`src/rtl/ecc_pkg.sv`:
```
// Shared ECC datapath definitions: operand width, GFAU op-codes and sequencer FSM states.
package ecc_pkg;

    localparam int unsigned SIZE = 32;
    localparam int unsigned OPW  = 2;

    localparam logic [OPW-1:0] OP_ADD = 2'b00;
    localparam logic [OPW-1:0] OP_SUB = 2'b01;
    localparam logic [OPW-1:0] OP_MUL = 2'b10;
    localparam logic [OPW-1:0] OP_INV = 2'b11;

    typedef enum logic [1:0] {
        ST_IDLE  = 2'd0,
        ST_ISSUE = 2'd1,
        ST_WAIT  = 2'd2,
        ST_RESP  = 2'd3
    } gfau_state_e;

endpackage

```
`src/rtl/gfau_arbiter_rr_arb2.sv`:
```
// Two-way round-robin grant: a lone requester wins, on contention the one not last served wins.
module rr_arb2 (
    input  logic       req0_valid,
    input  logic       req1_valid,
    input  logic       owner,
    input  logic       en,
    output logic [1:0] grant,
    output logic       grant_idx
);

    always_comb begin
        grant_idx = 1'b0;
        if (req0_valid && req1_valid) begin
            grant_idx = ~owner;
        end else if (req1_valid) begin
            grant_idx = 1'b1;
        end
        grant = 2'b00;
        if (en && (req0_valid || req1_valid)) begin
            grant = {grant_idx, ~grant_idx};
        end
    end

endmodule

```
`src/rtl/gfau_arbiter.sv`:
```
// Shares one GFAU between two requesters: round-robin accept, start/done handshake,
// result routing back to the owner, and a watchdog that aborts a GFAU that never finishes.
module gfau_arbiter #(
    parameter int unsigned SIZE    = ecc_pkg::SIZE,
    parameter int unsigned OPW     = ecc_pkg::OPW,
    parameter int unsigned TIMEOUT = 1024
) (
    input  logic            i_clk,
    input  logic            i_rst,
    input  logic            req0_valid,
    input  logic [OPW-1:0]  req0_op,
    input  logic [SIZE-1:0] req0_in0,
    input  logic [SIZE-1:0] req0_in1,
    output logic            req0_ready,
    output logic            rsp0_valid,
    output logic            rsp0_err,
    input  logic            req1_valid,
    input  logic [OPW-1:0]  req1_op,
    input  logic [SIZE-1:0] req1_in0,
    input  logic [SIZE-1:0] req1_in1,
    output logic            req1_ready,
    output logic            rsp1_valid,
    output logic            rsp1_err,
    output logic [SIZE-1:0] rsp_result,
    output logic            gfau_start,
    output logic [OPW-1:0]  gfau_op,
    output logic [SIZE-1:0] gfau_in0,
    output logic [SIZE-1:0] gfau_in1,
    input  logic            gfau_done,
    input  logic [SIZE-1:0] gfau_result,
    output logic            busy,
    output logic            owner
);
    import ecc_pkg::*;

    localparam int unsigned    WDW     = 16;
    localparam logic [WDW-1:0] WD_LAST = WDW'(TIMEOUT - 1);

    gfau_state_e     state_q;
    logic [WDW-1:0]  wd_cnt_q;
    logic            owner_q;
    logic            busy_q;
    logic            start_q;
    logic [OPW-1:0]  op_q;
    logic [SIZE-1:0] in0_q;
    logic [SIZE-1:0] in1_q;
    logic [SIZE-1:0] result_q;
    logic            rsp0_valid_q;
    logic            rsp0_err_q;
    logic            rsp1_valid_q;
    logic            rsp1_err_q;

    logic [1:0]      grant;
    logic            grant_idx;

    rr_arb2 u_rr_arb2 (
        .req0_valid (req0_valid),
        .req1_valid (req1_valid),
        .owner      (owner_q),
        .en         (state_q == ST_IDLE),
        .grant      (grant),
        .grant_idx  (grant_idx)
    );

    assign req0_ready = grant[0];
    assign req1_ready = grant[1];

    // Arbitration FSM, operand latch and watchdog.
    always_ff @(posedge i_clk) begin
        if (i_rst) begin
            state_q      <= ST_IDLE;
            wd_cnt_q     <= '0;
            owner_q      <= 1'b1;
            busy_q       <= 1'b0;
            start_q      <= 1'b0;
            op_q         <= '0;
            in0_q        <= '0;
            in1_q        <= '0;
            result_q     <= '0;
            rsp0_valid_q <= 1'b0;
            rsp0_err_q   <= 1'b0;
            rsp1_valid_q <= 1'b0;
            rsp1_err_q   <= 1'b0;
        end else begin
            start_q      <= 1'b0;
            rsp0_valid_q <= 1'b0;
            rsp0_err_q   <= 1'b0;
            rsp1_valid_q <= 1'b0;
            rsp1_err_q   <= 1'b0;
            case (state_q)
                ST_IDLE: begin
                    if (|grant) begin
                        op_q    <= grant_idx ? req1_op  : req0_op;
                        in0_q   <= grant_idx ? req1_in0 : req0_in0;
                        in1_q   <= grant_idx ? req1_in1 : req0_in1;
                        owner_q <= grant_idx;
                        busy_q  <= 1'b1;
                        start_q <= 1'b1;
                        state_q <= ST_ISSUE;
                    end
                end
                ST_ISSUE: begin
                    wd_cnt_q <= '0;
                    state_q  <= ST_WAIT;
                end
                ST_WAIT: begin
                    // A done arriving in the last watchdog cycle still wins over the abort.
                    if (gfau_done || (wd_cnt_q == WD_LAST)) begin
                        result_q     <= gfau_done ? gfau_result : '0;
                        rsp0_valid_q <= ~owner_q;
                        rsp1_valid_q <= owner_q;
                        rsp0_err_q   <= ~owner_q & ~gfau_done;
                        rsp1_err_q   <= owner_q & ~gfau_done;
                        state_q      <= ST_RESP;
                    end else begin
                        wd_cnt_q <= wd_cnt_q + WDW'(1);
                    end
                end
                ST_RESP: begin
                    busy_q  <= 1'b0;
                    state_q <= ST_IDLE;
                end
                default: begin
                    state_q <= ST_IDLE;
                end
            endcase
        end
    end

    assign rsp0_valid = rsp0_valid_q;
    assign rsp0_err   = rsp0_err_q;
    assign rsp1_valid = rsp1_valid_q;
    assign rsp1_err   = rsp1_err_q;
    assign rsp_result = result_q;
    assign gfau_start = start_q;
    assign gfau_op    = op_q;
    assign gfau_in0   = in0_q;
    assign gfau_in1   = in1_q;
    assign busy       = busy_q;
    assign owner      = owner_q;

endmodule

```
`config.mk`:
```
export PLATFORM = sky130hd
export DESIGN_NAME = gfau_arbiter
export DESIGN_NICKNAME = d
export VERILOG_FILES = /design/src/rtl/ecc_pkg.sv /design/src/rtl/gfau_arbiter_rr_arb2.sv /design/src/rtl/gfau_arbiter.sv
export SDC_FILE = /design/constraint.sdc
export NUM_CORES = 1
export LEC_CHECK = 0
export CAP_MARGIN = 20
export CORE_MARGIN = 5
export CORE_UTILIZATION = 41
export CTS_CLUSTER_SIZE = 30
export DETAILED_ROUTE_END_ITERATION = 10
export PLACE_DENSITY = 0.86
export SYNTH_ARGS = -nofsm -noshare
export SYNTH_HDL_FRONTEND = slang
export SYNTH_SLANG_ARGS = --single-unit
```
`constraint.sdc`:
```
create_clock -name i_clk -period 5.2 [get_ports i_clk]
set_input_delay 1.04 -clock i_clk [delete_from_list [all_inputs] [get_ports i_clk]]
set_output_delay 1.04 -clock i_clk [all_outputs]
set_load 0.02 [all_outputs]
```
; Word-level counts from Yosys, hierarchy flattened
; Index checks and enable logic that the tools add are counted.
[classes]
n_addsub = 1
eq_ne = 7
mux = 15
bitwise = 8
n_reduce_logical = 15
[op_table]
columns = operator, n
row1 = two-way mux 32 bit, 3
row2 = case mux 16 bit (2 select lines), 1
row3 = "adder 16 x 1 -> 16 bit, second input constant", 1
row4 = "== test 16 x 10 -> 1 bit, second input constant", 1
row5 = two-way mux 16 bit, 1
row6 = AND reduction 2 bit, 5
row7 = two-way mux 2 bit, 4
row8 = case mux 2 bit (4 select lines), 1
row9 = "inequality test 2 bit, second input constant", 3
row10 = NOT 1 bit, 6
row11 = "== test 2 bit, second input constant", 2
row12 = two-way mux 1 bit, 4
row13 = nonzero test 2 bit, 2
row14 = OR reduction 2 bit, 2
row15 = OR reduction 3 bit, 1
row16 = AND 1 bit, 2
row17 = "== test 2 x 1 -> 1 bit, second input constant", 1
row18 = logical AND 1 bit, 2
row19 = zero test 2 bit, 1
row20 = logical OR 1 bit, 2
row21 = case mux 1 bit (2 select lines), 1
[word_totals]
ff_bits = 123
output_inout_bits = 107
elab_cells = 59

; Depth between registers and ports, before layout
[logic_depth]
word_depth = 7
ltp_mapped = 8
ltp_nobuf = 6

; Hierarchy
; A second synthesis with hierarchy kept.
[unflattened]
cells_unflattened = 541
area_unflattened_um2 = 5315.1
[by_module_without_submodules]
columns = module, instances, cells_each, area_each_um2
row1 = gfau_arbiter, 1, 536, 5285.1
row2 = rr_arb2, 1, 5, 30.0

; Worst setup path after synthesis
; No wires, ideal clock.
[synth_path]
kind = input -> output
from = input port req1_valid
to = output port req1_ready
arrival_time_ps = 1716
setup_slack_ps = 2444
stages = 3
cell_sequence = nand2_1 > a21oi_1 > clkbuf_1
[synth_via]
elab_chain_cells = 3
elab_cells_between_ends = 6
[synth_lines]
columns = element, line_no
row1 = from (decl), gfau_arbiter.sv:17  ; input logic req1_valid,
row2 = "two-way mux 1 bit, or another cell as far along", gfau_arbiter_rr_arb2.sv:15  ; end else if (req1_valid) begin
row3 = two-way mux 1 bit or logical AND 1 bit (tied branches), "gfau_arbiter_rr_arb2.sv:13, gfau_arbiter_rr_arb2.sv:19"
row4 = two-way mux 2 bit *, gfau_arbiter_rr_arb2.sv:19  ; if (en && (req0_valid || req1_valid)) begin
row5 = to (decl), gfau_arbiter.sv:21  ; output logic req1_ready,
; Mark *: on every way between the ends. The rest lies on a longest branch, timed or not.

; Worst setup path in the final report
; Ends and elaborated chain as after synthesis.

==> qor.json <==
{
  "logic_synthesis": {
    "portion_of_the_post_synthesis_area_used_by_sequential_elements": 0.524,
    "synthTopCellsByArea": "sky130_fd_sc_hd__dfxtp_1, sky130_fd_sc_hd__a222oi_1, sky130_fd_sc_hd__a22o_1",
    "syn-mean-instance-area_sq_um": 10.1,
    "synth_seq_cells": 123,
    "yosysTopAreaCell": "sky130_fd_sc_hd__dfxtp_1",
    "yosysUniqueCellTypes": 43,
    "synth_top_area_share": 0.524,
    "synth_area_sq_um": 4700,
    "synth_fp_nets": 638,
    "post_synth_top_flop": "sky130_fd_sc_hd__dfxtp_1",
    "ys.warnings.count": 0,
    "ys_async_sr_fraction": 0,
    "synth-edff-count": 0,
    "post_synthesis_cells": 464
  },
  "setup_path": {
    "crit_top_cell": "sky130_fd_sc_hd__clkdlybuf4s50_1",
    "path_cells": "clkdlybuf4s50_1 -> nand2_1 -> a21oi_4 -> clkdlybuf4s50_1",
    "worst_ep_arrival_time_ns": 2.71,
    "startpoint_types": "input pin",
    "cp_top_delay_family": "buffers and inverters",
    "cp_num_cells": 4,
    "critPathSlowestCell": "sky130_fd_sc_hd__clkdlybuf4s50_1",
    "criticalPathCategory": "input pin to output port",
    "endpoint_kind": "output port",
    "cp_data_required_time_ns": 4.16,
    "crit_path_max_fanout": 4,
    "critical_path_buf_inv_count": 2,
    "worst_r2r_path_depth": 6,
    "crit_path_max_incr_delay_ns": 0.65
  },
  "drt": {
    "route.detailed.drc": 4,
    "route.met2.wl_um": 8820,
    "routed.top_layer": "met4",
    "postRouteAntennaNets": 0,
    "drtIter0Drc": 736,
    "num_vias": 5227,
    "routed_wire_length_per_instance_um": 20.4,
    "routed_via_density": 5.96,
    "detail_route.first_pass.iterations": 11,
    "wl_met3_um": 1920,
    "routed_wirelength_um": 17900,
    "wirelength_met1_um": 6500
  },
  "clocking": {
    "cts_resized": 0,
    "cts_setup_buffers": 0,
    "clkTransAtPathRegs_ns": 0.05,
    "worst_skew_pair.late_latency_ns": 0.41,
    "cts_hold_buffers": 0,
    "cts_buffers": 17,
    "clock-root-buffer": "sky130_fd_sc_hd__clkbuf_16",
    "cts_tree": "done",
    "ctsHtreeMaxLevel": 4,
    "cts.path.max_buffers": 2,
    "clock_sink_count": 123
  },
  "final_layout": {
    "multi_input_comb_area_sq_um": 2080,
    "mostFrequentLayoutCell": "sky130_fd_sc_hd__clkdlybuf4s50_1",
    "antenna_cells_inserted": 0,
    "final_layout_size_suffix_gt1_frac": 0.0681,
    "fin_nets": 895,
    "most-common-layout-cells": "sky130_fd_sc_hd__clkdlybuf4s50_1, sky130_fd_sc_hd__dfxtp_1, sky130_fd_sc_hd__nor2_1",
    "sequential_cell_area_sq_um": 2460,
    "post_layout_nonfiller_instances": 877,
    "num-fill-cells": 798,
    "area.growth.synth_to_final_pct": 74.5,
    "layout.cell_area.non_filler_sq_um": 8200
  },
  "timing": {
    "min_cycle_time_layout_ns": 3.75,
    "rsz_0062_raised_after_global_routing": "no",
    "worstMarginPinSlew_ns": 0.915,
    "hold_viol_final": 0,
    "fin_setup_tns_ns": 0,
    "timing.final.crit_share": 0.721,
    "hold-worst-slack_ns": 0.478,
    "finClkSkew_ns": 0.00967,
    "slew_viol_final": 0,
    "achievable-frequency_mhz": 267,
    "slew_margin_rel": 0.390,
    "final-setup-viol-count": 0
  },
  "power": {
    "p_leak_uw": 0.00298,
    "report.power.total_uw": 3870,
    "power.ir.vdd_worst_uv": 329,
    "cellPowerDensity_nw_per_um2": 472
  },
  "floorplan": {
    "core_area_sq_um": 11300,
    "floorplan.die.height_um": 117,
    "die-width_um": 117,
    "floorplan.initialDensity": 0.415,
    "io_pins": 276,
    "area_enclosed_by_the_die_boundary_sq_um": 13700,
    "rows": 39
  },
  "placement": {
    "dp.final_hpwl_um": 12400,
    "numPortBuffers": 275,
    "finalWeightedCongestion": 0.894,
    "dp.cells": 845,
    "post_detailed_placement_cell_area_sq_um": 7550
  },
  "flow_run": {
    "maxCapViolations": 0
  },
  "global_routing": {
    "grt_start_max_net_pins": 87,
    "grt_pass1_wl_um": 27100,
    "grt_pass1_vias": 5284,
    "grt_antenna_before_repair": 0,
    "grt_util_all_layers": 0.255,
    "overflow": 0
  },
  "outcome": {
    "outcome": "finished, violations left",
    "violations": "design-rule violations"
  },
  "hold_path": {
    "timing.hold.worst.class": "register to register",
    "whs_path_depth": 1
  }
}
## area by class of cell
class                           count  share of cell area
Multi-Input combinational cell    292               0.254
Clock inverter                     12              0.0237
Timing Repair Buffer              281               0.342
Sequential cell                   123               0.300
Inverter                            6             0.00275
Clock buffer                       20              0.0557
Tap cell                          143              0.0218
## logic make-up (layout without fill, tap and decap cells)
| group | Yosys count | count (layout) | share of synthesized area |
|---|---|---|---|
| adders and majority gates | 5 | 5 | 0.0133 |
| muxes | 1 | 1 | 0.00213 |
| buffers and inverters | 49 | 319 | 0.0402 |
| and+or+nand+nor | 148 | 148 | 0.158 |
| DFF | 123 | 123 | 0.524 |
| AOI/OAI and AO/OA | 138 | 138 | 0.262 |
## synth_stat cells (2+ instances only)
cell and n:
sky130_fd_sc_hd__or4_1 6, sky130_fd_sc_hd__nor2b_1 4, sky130_fd_sc_hd__inv_1 6, sky130_fd_sc_hd__o21ai_0 2
sky130_fd_sc_hd__a21oi_1 5, sky130_fd_sc_hd__o311ai_0 3, sky130_fd_sc_hd__ha_1 5, sky130_fd_sc_hd__a22o_1 32
sky130_fd_sc_hd__o21ai_1 2, sky130_fd_sc_hd__nand2b_1 13, sky130_fd_sc_hd__nor4_1 7, sky130_fd_sc_hd__nor2_1 73
sky130_fd_sc_hd__a31oi_1 13, sky130_fd_sc_hd__nand2_1 12, sky130_fd_sc_hd__clkbuf_1 39, sky130_fd_sc_hd__or4_4 2
sky130_fd_sc_hd__nand4_1 5, sky130_fd_sc_hd__nand3_1 9, sky130_fd_sc_hd__nor3_1 6, sky130_fd_sc_hd__dfxtp_1 123
sky130_fd_sc_hd__o211ai_1 7, sky130_fd_sc_hd__buf_2 4, sky130_fd_sc_hd__a222oi_1 66
## worst register-to-register path, cell delays in order (launching register included)
cell                      delay [ns]
sky130_fd_sc_hd__dfxtp_1        0.32
sky130_fd_sc_hd__inv_1          0.11
sky130_fd_sc_hd__ha_1           0.51
sky130_fd_sc_hd__nand2_1        0.36
sky130_fd_sc_hd__nor3_1         0.67
sky130_fd_sc_hd__a31oi_1        0.19
sky130_fd_sc_hd__a31oi_1        0.23
## registers in the layout (all words and copies together), names as in the netlist, 2 cells and up
name        flops
rsp_result     32
gfau_op         2
wd_cnt_q       16
gfau_in0       32
state_q         2
gfau_in1       32
## report_power, final
| group | switching [uW] | internal [uW] |
|---|---|---|
| Clock | 421 | 872 |
| Combinational | 740 | 625 |
| Sequential | 97.5 | 1110 |
## metrics by stage
step,utilization,worst slack (ns)
finish,0.724,1.45
global route,0.724,1.39
CTS,0.724,1.44
detailed placement,0.667,1.46
global placement,0.665,1.47
floorplan,-,2.44
## final timing paths
path / to / from / slack (ns)
worst min register to register: rsp_result[15] / rsp_result[15] / 0.48
worst max-delay path: req1_ready / req1_valid / 1.45
worst max register to register: wd_cnt_q[11] / state_q[0] / 2.72
worst min-delay path: rsp_result[15] / rsp_result[15] / 0.48
## layer usage
metal	track usage	vias up
met4	0.121	0
met1	0.292	2457
met2	0.416	352
li1	-	2356
met5	0	-
met3	0.103	62
(Power assumes the default switching activity.)
